`src/rtl/ccd_pkg.sv`:
```
// ccd_pkg: readout mode codes, sequencer states and field widths shared by the CCD sequencer.
package ccd_pkg;

    localparam int unsigned FLUSH_W = 4;
    localparam int unsigned EXP_W   = 24;

    // Codes must match the readout engine's mode decoder.
    localparam logic [1:0] MODE_CLEAN = 2'd0;
    localparam logic [1:0] MODE_1X1   = 2'd1;
    localparam logic [1:0] MODE_2X2   = 2'd2;

    typedef enum logic [2:0] {
        S_IDLE,
        S_FLUSH_REQ,
        S_FLUSH_WAIT,
        S_EXPOSE,
        S_READ_REQ,
        S_READ_WAIT
    } seq_state_e;

    function automatic logic [1:0] read_mode(input logic binning);
        return binning ? MODE_2X2 : MODE_1X1;
    endfunction

endpackage

```
`src/rtl/ccd_exposure_sequencer_ms_timer.sv`:
```
// ccd_ms_timer: millisecond prescaler plus 24-bit exposure down-counter.
module ccd_ms_timer
    import ccd_pkg::*;
#(
    parameter int unsigned TICKS_PER_MS = 50000
) (
    input  logic             clk,
    input  logic             rst,
    input  logic             load,
    input  logic [EXP_W-1:0] value,
    input  logic             abort,
    output logic             expired,
    output logic             tick
);

    localparam int unsigned PW = (TICKS_PER_MS > 1) ? $clog2(TICKS_PER_MS) : 1;

    logic [PW-1:0]    pre_q;
    logic [EXP_W-1:0] cnt_q;

    assign tick    = (cnt_q != '0) && (pre_q == PW'(TICKS_PER_MS - 1));
    // Flags the final millisecond, so the tick that ends it can close the shutter on time.
    assign expired = cnt_q <= EXP_W'(1);

    always_ff @(posedge clk) begin
        if (rst || abort) begin
            pre_q <= '0;
            cnt_q <= '0;
        end else if (load) begin
            pre_q <= '0;
            cnt_q <= value;
        end else if (cnt_q != '0) begin
            pre_q <= tick ? '0 : pre_q + 1'b1;
            cnt_q <= tick ? cnt_q - 1'b1 : cnt_q;
        end
    end

endmodule

```
`src/rtl/ccd_exposure_sequencer.sv`:
```
// ccd_exposure_sequencer: runs flush passes, a timed shutter exposure and one readout pass per host start.
// Define CCD_SEQ_WATCHDOG_EN to add a readout-start watchdog that raises seq_error.
module ccd_exposure_sequencer
    import ccd_pkg::*;
#(
    parameter int unsigned TICKS_PER_MS = 50000,
    parameter int unsigned WD_CYCLES    = 1024
) (
    input  logic               clk,
    input  logic               rst,
    input  logic               cmd_start,
    input  logic               cmd_abort,
    input  logic [FLUSH_W-1:0] cfg_flush_count,
    input  logic [EXP_W-1:0]   cfg_exposure_ms,
    input  logic               cfg_binning,
    output logic               ro_toggle,
    output logic [1:0]         ro_mode,
    input  logic               ro_busy,
    output logic               shutter_open,
    output logic               seq_busy,
    output logic               frame_done,
    output logic               seq_error
);

    if (TICKS_PER_MS < 1 || WD_CYCLES < 1) begin : g_bad_param
        $error("ccd_exposure_sequencer: TICKS_PER_MS and WD_CYCLES must be at least 1");
    end

    seq_state_e         state_q;
    logic [FLUSH_W-1:0] flush_q;
    logic [EXP_W-1:0]   exp_q;
    logic [1:0]         mode_q;
    logic               bin_q, aborted_q, toggle_q, shutter_q, busy_q, done_q;
    logic               in_req, in_hs, start_ok, go_idle, done_w, wd_fire;
    logic               tmr_load, tmr_abort, tmr_expired, tmr_tick;

    assign in_req   = (state_q == S_FLUSH_REQ) || (state_q == S_READ_REQ);
    assign in_hs    = in_req || (state_q == S_FLUSH_WAIT) || (state_q == S_READ_WAIT);
    assign start_ok = (state_q == S_IDLE) && cmd_start && !cmd_abort;
    // An aborted handshake may only leave once the engine has finished its pass.
    assign go_idle  = wd_fire || ((state_q == S_EXPOSE) && cmd_abort)
                   || (in_hs && !ro_busy && (cmd_abort || aborted_q || state_q == S_READ_WAIT));
    assign done_w   = (state_q == S_READ_WAIT) && !ro_busy && !cmd_abort && !aborted_q;

    assign tmr_load  = (start_ok && cfg_flush_count == '0)
                    || ((state_q == S_FLUSH_WAIT) && !ro_busy && !cmd_abort && !aborted_q
                        && flush_q == FLUSH_W'(1));
    assign tmr_abort = (state_q == S_EXPOSE) && cmd_abort;

    ccd_ms_timer #(
        .TICKS_PER_MS(TICKS_PER_MS)
    ) u_timer (
        .clk    (clk),
        .rst    (rst),
        .load   (tmr_load),
        .value  ((state_q == S_IDLE) ? cfg_exposure_ms : exp_q),
        .abort  (tmr_abort),
        .expired(tmr_expired),
        .tick   (tmr_tick)
    );

    always_ff @(posedge clk) begin
        if (rst) begin
            state_q   <= S_IDLE;
            flush_q   <= '0;
            exp_q     <= '0;
            bin_q     <= 1'b0;
            aborted_q <= 1'b0;
            toggle_q  <= 1'b0;
            mode_q    <= MODE_CLEAN;
            shutter_q <= 1'b0;
            busy_q    <= 1'b0;
            done_q    <= 1'b0;
        end else if (go_idle) begin
            state_q   <= S_IDLE;
            flush_q   <= '0;
            aborted_q <= 1'b0;
            toggle_q  <= 1'b0;
            mode_q    <= MODE_CLEAN;
            shutter_q <= 1'b0;
            busy_q    <= 1'b0;
            done_q    <= done_w;
        end else begin
            done_q <= 1'b0;
            case (state_q)
                S_IDLE: if (start_ok) begin
                    flush_q <= cfg_flush_count;
                    exp_q   <= cfg_exposure_ms;
                    bin_q   <= cfg_binning;
                    busy_q  <= 1'b1;
                    if (cfg_flush_count != '0) begin
                        state_q  <= S_FLUSH_REQ;
                        toggle_q <= !ro_busy;
                    end else if (cfg_exposure_ms != '0) begin
                        state_q   <= S_EXPOSE;
                        shutter_q <= 1'b1;
                    end else begin
                        state_q  <= S_READ_REQ;
                        mode_q   <= read_mode(cfg_binning);
                        toggle_q <= !ro_busy;
                    end
                end
                S_FLUSH_REQ, S_READ_REQ: begin
                    if (cmd_abort || aborted_q) begin
                        aborted_q <= 1'b1;
                        toggle_q  <= 1'b0;
                    end else if (toggle_q && ro_busy) begin
                        toggle_q <= 1'b0;
                        state_q  <= (state_q == S_FLUSH_REQ) ? S_FLUSH_WAIT : S_READ_WAIT;
                    end else if (!toggle_q) begin
                        toggle_q <= !ro_busy;
                    end
                end
                S_FLUSH_WAIT: begin
                    if (cmd_abort) begin
                        aborted_q <= 1'b1;
                    end else if (!ro_busy) begin
                        flush_q <= flush_q - 1'b1;
                        if (flush_q != FLUSH_W'(1)) begin
                            state_q  <= S_FLUSH_REQ;
                            toggle_q <= 1'b1;
                        end else if (exp_q != '0) begin
                            state_q   <= S_EXPOSE;
                            shutter_q <= 1'b1;
                        end else begin
                            state_q  <= S_READ_REQ;
                            mode_q   <= read_mode(bin_q);
                            toggle_q <= 1'b1;
                        end
                    end
                end
                S_EXPOSE: if (tmr_tick && tmr_expired) begin
                    state_q   <= S_READ_REQ;
                    shutter_q <= 1'b0;
                    mode_q    <= read_mode(bin_q);
                    toggle_q  <= !ro_busy;
                end
                S_READ_WAIT: if (cmd_abort) aborted_q <= 1'b1;
                default: state_q <= S_IDLE;
            endcase
        end
    end

`ifdef CCD_SEQ_WATCHDOG_EN
    localparam int unsigned WD_W = $clog2(WD_CYCLES + 1);

    logic [WD_W-1:0] wd_q;
    logic            err_q;

    assign wd_fire = in_req && toggle_q && !ro_busy && (wd_q == WD_W'(WD_CYCLES - 1));

    always_ff @(posedge clk) begin
        if (rst) begin
            wd_q  <= '0;
            err_q <= 1'b0;
        end else begin
            wd_q  <= (in_req && toggle_q && !ro_busy && !wd_fire) ? wd_q + 1'b1 : '0;
            err_q <= wd_fire || (err_q && !start_ok);
        end
    end

    assign seq_error = err_q;
`else
    assign wd_fire   = 1'b0;
    assign seq_error = 1'b0;
`endif

    assign ro_toggle    = toggle_q;
    assign ro_mode      = mode_q;
    assign shutter_open = shutter_q;
    assign seq_busy     = busy_q;
    assign frame_done   = done_q;

endmodule

```
`config.mk`:
```
export PLATFORM = sky130hd
export DESIGN_NAME = ccd_exposure_sequencer
export DESIGN_NICKNAME = d
export VERILOG_FILES = /design/src/rtl/ccd_pkg.sv /design/src/rtl/ccd_exposure_sequencer_ms_timer.sv /design/src/rtl/ccd_exposure_sequencer.sv
export SDC_FILE = /design/constraint.sdc
export NUM_CORES = 1
export LEC_CHECK = 0
export ABC_AREA = 1
export CORE_MARGIN = 8
export CORE_UTILIZATION = 35
export CTS_BUF_LIST = sky130_fd_sc_hd__clkbuf_8 sky130_fd_sc_hd__clkbuf_16
export DETAILED_ROUTE_END_ITERATION = 10
export SLEW_MARGIN = 40
export SYNTH_ARGS = -nofsm -noshare
export SYNTH_HDL_FRONTEND = slang
export SYNTH_SLANG_ARGS = --single-unit
```
`constraint.sdc`:
```
create_clock -name clk -period 1.8 [get_ports clk]
set_clock_uncertainty 0.2 [all_clocks]
set_input_delay 0.27 -clock clk [delete_from_list [all_inputs] [get_ports clk]]
set_output_delay 0.27 -clock clk [all_outputs]
set_load 0.05 [all_outputs]
```
-- Word-level counts from Yosys, hierarchy flattened
Index checks and enable logic that the tools add are counted.
- $add $sub $neg: 3
- $lt $le $gt $ge: 1
- equal/unequal tests: 24
- multiplexer cells: 56
- bitwise logic cells: 2
- reduce and logical (&&, ||, !) cells: 53
- operators by type and width (cell ; count):
    $mux 24 ; 4
    $reduce_bool 24->1 ; 3
    $mux 3 ; 11
    $le 24x1->1 const B ; 1
    $sub 24x1->24 const B ; 1
    $mux 1 ; 21
    $mux 2 ; 10
    $ne 2x2->1 const B ; 10
    $reduce_and 9->1 ; 2
    $add 16x1->16 const B ; 1
    $eq 16x16->1 const B ; 1
    $logic_and 1x1->1 ; 16
    $mux 16 ; 1
    $pmux 3 s5 ; 1
    $reduce_and 7->1 ; 2
    $mux 4 ; 3
    $reduce_or 2->1 ; 5
    $logic_or 1x1->1 ; 8
    $ne 2x1->1 const B ; 4
    $pmux 4 s2 ; 1
    $reduce_bool 2->1 ; 4
    $reduce_bool 4->1 ; 2
    $eq 3x2->1 const B ; 2
    $eq 3x3->1 const B ; 2
    other kinds (17) ; 23
- flip-flop bits (word level): 79
- input port bits: 34
- output and inout bits: 7
- word-level logic and storage cells: 151

-- Depth between registers and ports, before layout
Gate-level depths: netlist of run 1.
- depth in word-level cells: 9
- mapped depth: 13
- mapped depth without buffers: 11

-- Hierarchy
From an unflattened synthesis of run 1, not the netlist that was laid out.
- cell total of the unflattened synthesis: 842
- area, all modules: 5066.1 um^2
- modules (own cells, without submodules) (module ; instances ; cells an instance ; area each (um^2) ; seq. area each (um^2)):
    ccd_ms_timer ; 1 ; 472 ; 2787.7 ; 800.8
    ccd_exposure_sequencer ; 1 ; 370 ; 2278.4 ; 780.7

-- Worst setup path after synthesis of run 1
No wires, ideal clock.
- kind: register -> register
- from: register u_timer.cnt_q[0]
- to: register u_timer.pre_q[9]
- setup time: 66 ps
- data arrival time: 1624 ps
- required time: 1534 ps
- slack: -90 ps
- cell stages (with the launch flop): 13
- buffers on the path: 2
- period minus slack after synthesis: 1890 ps
- path through: dfxtp_1 inv_1 ha_1 nand2_2 nor2_4 nand3_4 nand2_2 nand2_2 buf_6 nor2_4 buf_6 o21ai_2 a21oi_2
- longest elaborated chain between the ends: 3
- RTL lines (element ; line ; RTL):
    start: declaration ; ccd_exposure_sequencer_ms_timer.sv:19 ; logic [EXP_W-1:0] cnt_q;
    start signal: assignment ; ccd_exposure_sequencer_ms_timer.sv:31 ; cnt_q <= value;
    start signal: assignment ; ccd_exposure_sequencer_ms_timer.sv:34 ; cnt_q <= tick ? cnt_q - 1'b1 : cnt_q;
    $reduce_bool 24->1 (*) ; ccd_exposure_sequencer_ms_timer.sv:21, ccd_exposure_sequencer_ms_timer.sv:32 ;
    $logic_and 1x1->1 ; ccd_exposure_sequencer_ms_timer.sv:21 ; assign tick = (cnt_q != '0) && (pre_q == PW'(TICKS_PER_MS - 1));
    $mux 16 ; ccd_exposure_sequencer_ms_timer.sv:33 ; pre_q <= tick ? '0 : pre_q + 1'b1;
    end signal: assignment ; ccd_exposure_sequencer_ms_timer.sv:33 ;
    end: declaration ; ccd_exposure_sequencer_ms_timer.sv:18 ; logic [PW-1:0] pre_q;
Mark *: on every way between the ends. The rest lies on a longest branch, timed or not.
A chain may end at the register's enable or synchronous reset.

-- Final worst setup path of run 1
- from: register u_timer.cnt_q[0]
- to: register u_timer.pre_q[10]
Same word-level chain as after synthesis.

==> flow_summary.json, run 1 <==
{
  "grt_pass1_wl_mm": 24.6,
  "yosysUniqueCellTypes": 40,
  "peakVddDrop_v": 0.000636,
  "cts_tree": "done",
  "end_kind": "flip-flop",
  "numCtsBuffers": 9,
  "grt_overflow": 0,
  "antenna_found_initial": 0,
  "cp.required_ns": 1.88,
  "wl_mm": 15.3,
  "min_period_over_period_pct": 106,
  "place_hpwl_mm": 11.0,
  "whs_path_depth": 2,
  "power_density_nw_per_um2": 912,
  "synth_edf_count": 0,
  "outcome": "complete, but fails checks",
  "crit_type": "reg2reg",
  "clockBufferDepth": 2,
  "drc": 0,
  "synth_area_leader_cell": "dfxtp_1",
  "stdcell_area_um2": 7370,
  "coreArea_um2": 13100,
  "timing.rr.end": "u_timer.pre_q[10]",
  "synthesis.area_um2": 4650,
  "setup_violations": 35,
  "drtIter0Drc": 314,
  "async_flop_share_pct": 0,
  "yosysMostFrequentCell": "nand2_1",
  "initial_utilization_pct": 35.4,
  "fmax_mhz": 523,
  "areaGrowthSynthToFinish_pct": 58.5,
  "numPortBuffers": 39,
  "seq_area_frac_synth_pct": 34.0,
  "place_congestion": 0.861,
  "antenna_cells": 0,
  "dieWidth_um": 131,
  "grt_pass1_vias": 5161,
  "synth_seq_cells": 79,
  "yosys-top-cells-area": "dfxtp_1, nand2_1, nor2_1, o21ai_0, a21oi_1",
  "h-tree-depth": 3,
  "fin_ws_ns": -0.111,
  "synthCells": 717,
  "reg2reg_from": "u_timer.cnt_q[0]",
  "reg2regPathDepth": 11,
  "synth_commonest_cells": "nand2_1, nor2_1, dfxtp_1",
  "grt_start_max_net_pins": 34,
  "fin_nets": 949,
  "crit_slowest_cell": "dfxtp_4",
  "violations": "setup timing",
  "yosysTopAreaCellShare_pct": 34.0,
  "drtPass1Iterations": 5,
  "hold_viol_final": 0,
  "wl_per_cell_um": 14.0,
  "postRouteAntennaNets": 0,
  "drive_above_1_share_pct": 36.4,
  "hold_end": "ro_mode[0]",
  "syn-num-nets": 756,
  "clk_pin_slew_worst_paths_ns": 0.07,
  "total_power_mw": 6.73,
  "yosys_warnings": 0,
  "crit_path_max_fanout": 8,
  "dr_total_vias": 5364,
  "clk-insertion-delay-late_ns": 0.35,
  "min_path_type": "reg2reg",
  "r2r_slack_ns": -0.11,
  "rsz0062_at_grt": "true",
  "pin_count": 41,
  "post-route-min-period_ns": 1.91,
  "clkSinkCount": 79,
  "drv_cap": 0,
  "path_cells": "inv_4 -> ha_4 -> nand2_4 -> nor2_4 -> nand3_4 -> nand2_4 -> nand2_8 -> nor2_4 -> buf_6 -> o21ai_2 -> a21oi_2",
  "min-delay-start": "ro_mode[0]",
  "postSynthAreaPerCell_um2": 6.49,
  "vias_per_cell": 4.92,
  "critPathArrivalTime_ns": 1.99,
  "grt_util_all_layers_pct": 17.0,
  "slowest_delay_ns": 0.36,
  "clock-root-buffer": "clkbuf_16",
  "ys.flop_type": "dfxtp_1",
  "cts_hold_repair.buffers": 0,
  "die_y_um": 131,
  "dieArea_um2": 17200,
  "slew_violations": 0,
  "p_leak_nw": 3.38,
  "fp-row-count": 42,
  "startpoint_type": "flip-flop",
  "placed_cell_area_um2": 6230
}
-- worst max-delay path, delay by kind of cell (launching register included) --
kind	cells	cell delay (ns)
AO/OA/AOI/OAI	2	0.17
flip-flops	1	0.36
buffers and inverters	2	0.24
adder cells (fa/ha/maj)	1	0.14
AND/OR/NAND/NOR	6	0.73
-- placed cells by master (no fill, tap or decap), types with 8 or more instances in the layout --
cell type,instances
a21oi_1,49
a21oi_2,14
buf_4,151
buf_6,10
clkbuf_16,10
clkdlybuf4s50_1,33
dfxtp_1,70
inv_1,60
inv_2,8
nand2_1,136
nand2_2,16
nand3_1,31
nand3_2,10
nor2_1,88
nor2_2,22
nor2_4,16
o21ai_0,52
o21ai_1,14
o21ai_2,16
xor2_1,14
-- worst max path at each step --
stage,from,end,slack (ns),depth (start not counted)
after detailed placement,cfg_flush_count[0],ro_mode[0],-0.48,10
after floorplan,state_q[0],u_timer.cnt_q[9],0.01,10
after CTS,u_timer.cnt_q[16],u_timer.pre_q[10],-0.09,11
after global placement,cfg_flush_count[0],ro_mode[0],-0.44,11
final,u_timer.cnt_q[0],u_timer.pre_q[10],-0.11,11
after global routing,u_timer.cnt_q[0],u_timer.cnt_q[20],-0.21,10
-- state kept, by name (all words and copies together) (netlist names) --
signal / count
aborted_q: 1
bin_q: 1
exp_q: 24
flush_q: 4
frame_done: 1
ro_mode: 2
ro_toggle: 1
seq_busy: 1
shutter_open: 1
state_q: 3
u_timer.cnt_q: 24
u_timer.pre_q: 16
-- final cells by class --
class | count | area, um2
clock buffer | 10 | 239
multi-input combinational | 542 | 3160
timing repair buffer | 205 | 1800
inverter | 73 | 290
fill | 1236 | 5760
clock inverter | 6 | 60.1
sequential | 79 | 1600
tap | 176 | 220
-- cells by family (layout without fill, tap and decap cells) --
kind of cell / Yosys count / after routing / share of synthesized area [%]
AO/OA/AOI/OAI: 165 / 165 / 19.7
XOR/XNOR: 17 / 17 / 3.20
adder cells (fa/ha/maj): 5 / 5 / 1.34
buffers and inverters: 96 / 294 / 8.77
flip-flops: 79 / 79 / 34.0
other: 1 / 1 / 0.0806
AND/OR/NAND/NOR: 354 / 354 / 32.9
-- report_power, final --
part	leakage [nW]	total (mW)	internal, mW	switching, mW
Clock	0.150	1.87	1.11	0.761
Combinational	2.58	2.78	1.22	1.56
Sequential	0.648	2.08	1.94	0.138
Total	3.38	6.73	4.27	2.46
-- metrics by stage --
step                std cells  util [%]  worst slack (ns)  TNS, ns  hold slack, ns
finish                   1091      56.1            -0.111    -1.70           0.265
global route             1091      56.1            -0.205    -6.41           0.281
CTS                      1076      52.8           -0.0868    -1.95           0.269
detailed placement       1048      47.4            -0.480   -24.33           0.254
global placement         1048      47.4            -0.444   -22.15           0.249
floorplan                 717         -            0.0139        0           0.148
-- per-layer routing --
metal | GRT usage [%] | up-vias | part of all wire, %
met1 | 20.2 | 2496 | 43
li1 | - | 2729 | -
met3 | 3.16 | 26 | 3.6
met4 | 7.15 | 0 | 2.3
met5 | 0 | - | 0
met2 | 29.5 | 113 | 51
-- what timing repair did --
action,CTS,global route
endpoints found under the setup margin,45,68
cloned,1,2
buffers inserted,11,13
pin swaps,18,34
resized for setup,94,85
Power figures use the tool's default switching activity.
==> run 2: changes to the inputs <==
Settings changed: RECOVER_POWER from default to 50.
==> flow_summary.json, run 2 (same netlist as run 1, synthesis figures left out) <==
{
  "outcome": "complete, but fails checks",
  "violations": "setup timing",
  "numPortBuffers": 39,
  "cts_hold_repair.buffers": 0,
  "largestRegisters": "exp_q x24, u_timer.cnt_q x24, u_timer.pre_q x16",
  "reg2reg_from": "u_timer.cnt_q[0]",
  "whs_path_depth": 2,
  "wl_mm": 15.3,
  "slew_violations": 0,
  "hold_end": "ro_mode[0]",
  "fmax_mhz": 523,
  "worstMarginPinSlew_ns": 0.603,
  "hold_slack_ns": 0.265,
  "dieWidth_um": 131,
  "clk-insertion-delay-late_ns": 0.35,
  "register_area_um2": 1600,
  "antenna_found_initial": 0,
  "min_path_type": "reg2reg",
  "post-route-min-period_ns": 1.91,
  "stdcell_area_um2": 7360,
  "dp.cells": 1048,
  "r2r_slack_ns": -0.11,
  "peakVddDrop_v": 0.000635,
  "tns_ns": -1.69,
  "critPathArrivalTime_ns": 1.99,
  "vias_per_cell": 4.91,
  "drc": 0,
  "hold_viol_final": 0,
  "drtIter0Drc": 302,
  "numCtsBuffers": 9,
  "fin_cells": 1091,
  "p_leak_nw": 3.37,
  "pin_count": 41,
  "dp_slack_ns": -0.480,
  "drive_above_1_share_pct": 36.2,
  "grt_util_all_layers_pct": 17.0,
  "postRouteAntennaNets": 0,
  "fillers": 1242,
  "startpoint_type": "flip-flop",
  "setup_violations": 36,
  "initial_utilization_pct": 35.4,
  "fin_nets": 949,
  "wl_per_cell_um": 14.0,
  "clockBufferDepth": 2,
  "grt_pass1_vias": 5161,
  "dieArea_um2": 17200,
  "power_density_nw_per_um2": 912,
  "min-delay-start": "ro_mode[0]",
  "rsz0062_at_grt": "true",
  "min_period_over_period_pct": 106,
  "finish.utilization_pct": 56.0,
  "die_y_um": 131,
  "cp.required_ns": 1.88,
  "fin_ws_ns": -0.111,
  "multiInputGateArea_um2": 3160,
  "clk_pin_slew_worst_paths_ns": 0.07,
  "grt_start_max_net_pins": 34,
  "grt_pass1_wl_mm": 24.6,
  "areaGrowthSynthToFinish_pct": 58.1,
  "drv_cap": 0,
  "crit_type": "reg2reg",
  "clkSinkCount": 79,
  "clock-root-buffer": "clkbuf_16",
  "layout_commonest_cell": "buf_4",
  "drtPass1Iterations": 5,
  "fp-row-count": 42,
  "max_slew_margin_pct": 60.0,
  "antenna_cells": 0,
  "place_congestion": 0.861,
  "layout_common_cells": "buf_4, nand2_1, nor2_1",
  "end_kind": "flip-flop",
  "placed_cell_area_um2": 6230,
  "h-tree-depth": 3,
  "cts_tree": "done",
  "grt_overflow": 0,
  "coreArea_um2": 13100,
  "total_power_mw": 6.71,
  "crit_path_max_fanout": 8,
  "timing.rr.end": "u_timer.pre_q[10]",
  "reg2regPathDepth": 11,
  "place_hpwl_mm": 11.0,
  "dr_total_vias": 5352
}
[run 2: worst max-delay path: stages, from the launching register on]
cell and delay (ns):
dfxtp_4 0.36, inv_4 0.07, ha_4 0.14, nand2_4 0.07
nor2_4 0.15, nand3_4 0.13, nand2_4 0.10, nand2_8 0.10
nor2_4 0.18, buf_6 0.17, o21ai_2 0.07, a21oi_2 0.10
[run 2: per-layer routing]
| metal | up-vias | GRT usage (%) | part of all wire, % |
|---|---|---|---|
| met2 | 117 | 29.5 | 51 |
| met1 | 2483 | 20.2 | 43 |
| met4 | 0 | 7.15 | 2.2 |
| met5 | - | 0 | 0 |
| met3 | 24 | 3.16 | 3.8 |
| li1 | 2728 | - | - |
[run 2: power breakdown]
group	internal, mW	switching, mW	total, mW
sequential	1.94	0.138	2.07
combinational	1.21	1.56	2.77
clock	1.11	0.761	1.87
[run 2: worst max-delay path by stage]
stage,start,endpoint,cells past startpoint
detailed placement,cfg_flush_count[0],ro_mode[0],10
CTS,u_timer.cnt_q[16],u_timer.pre_q[10],11
global route,u_timer.cnt_q[0],u_timer.cnt_q[20],10
global placement,cfg_flush_count[0],ro_mode[0],11
finish,u_timer.cnt_q[0],u_timer.pre_q[10],11
floorplan,state_q[0],u_timer.cnt_q[9],10
[run 2: layout make-up]
type / instances / area share, %
clock buffer: 10 / 3.25
clock inverter: 6 / 0.816
inverter: 73 / 3.95
multi-input combinational: 542 / 43.0
sequential: 79 / 21.8
tap: 176 / 2.99
timing repair buffer: 205 / 24.2
[run 2: repair_timing]
item | 4_1_cts | 5_1_grt
hold endpoints to repair | 0 | 0
resized for setup | 94 | 85
pin swaps | 18 | 34
setup buffers | 11 | 13
cloned | 1 | 2
endpoints found under the setup margin | 45 | 68
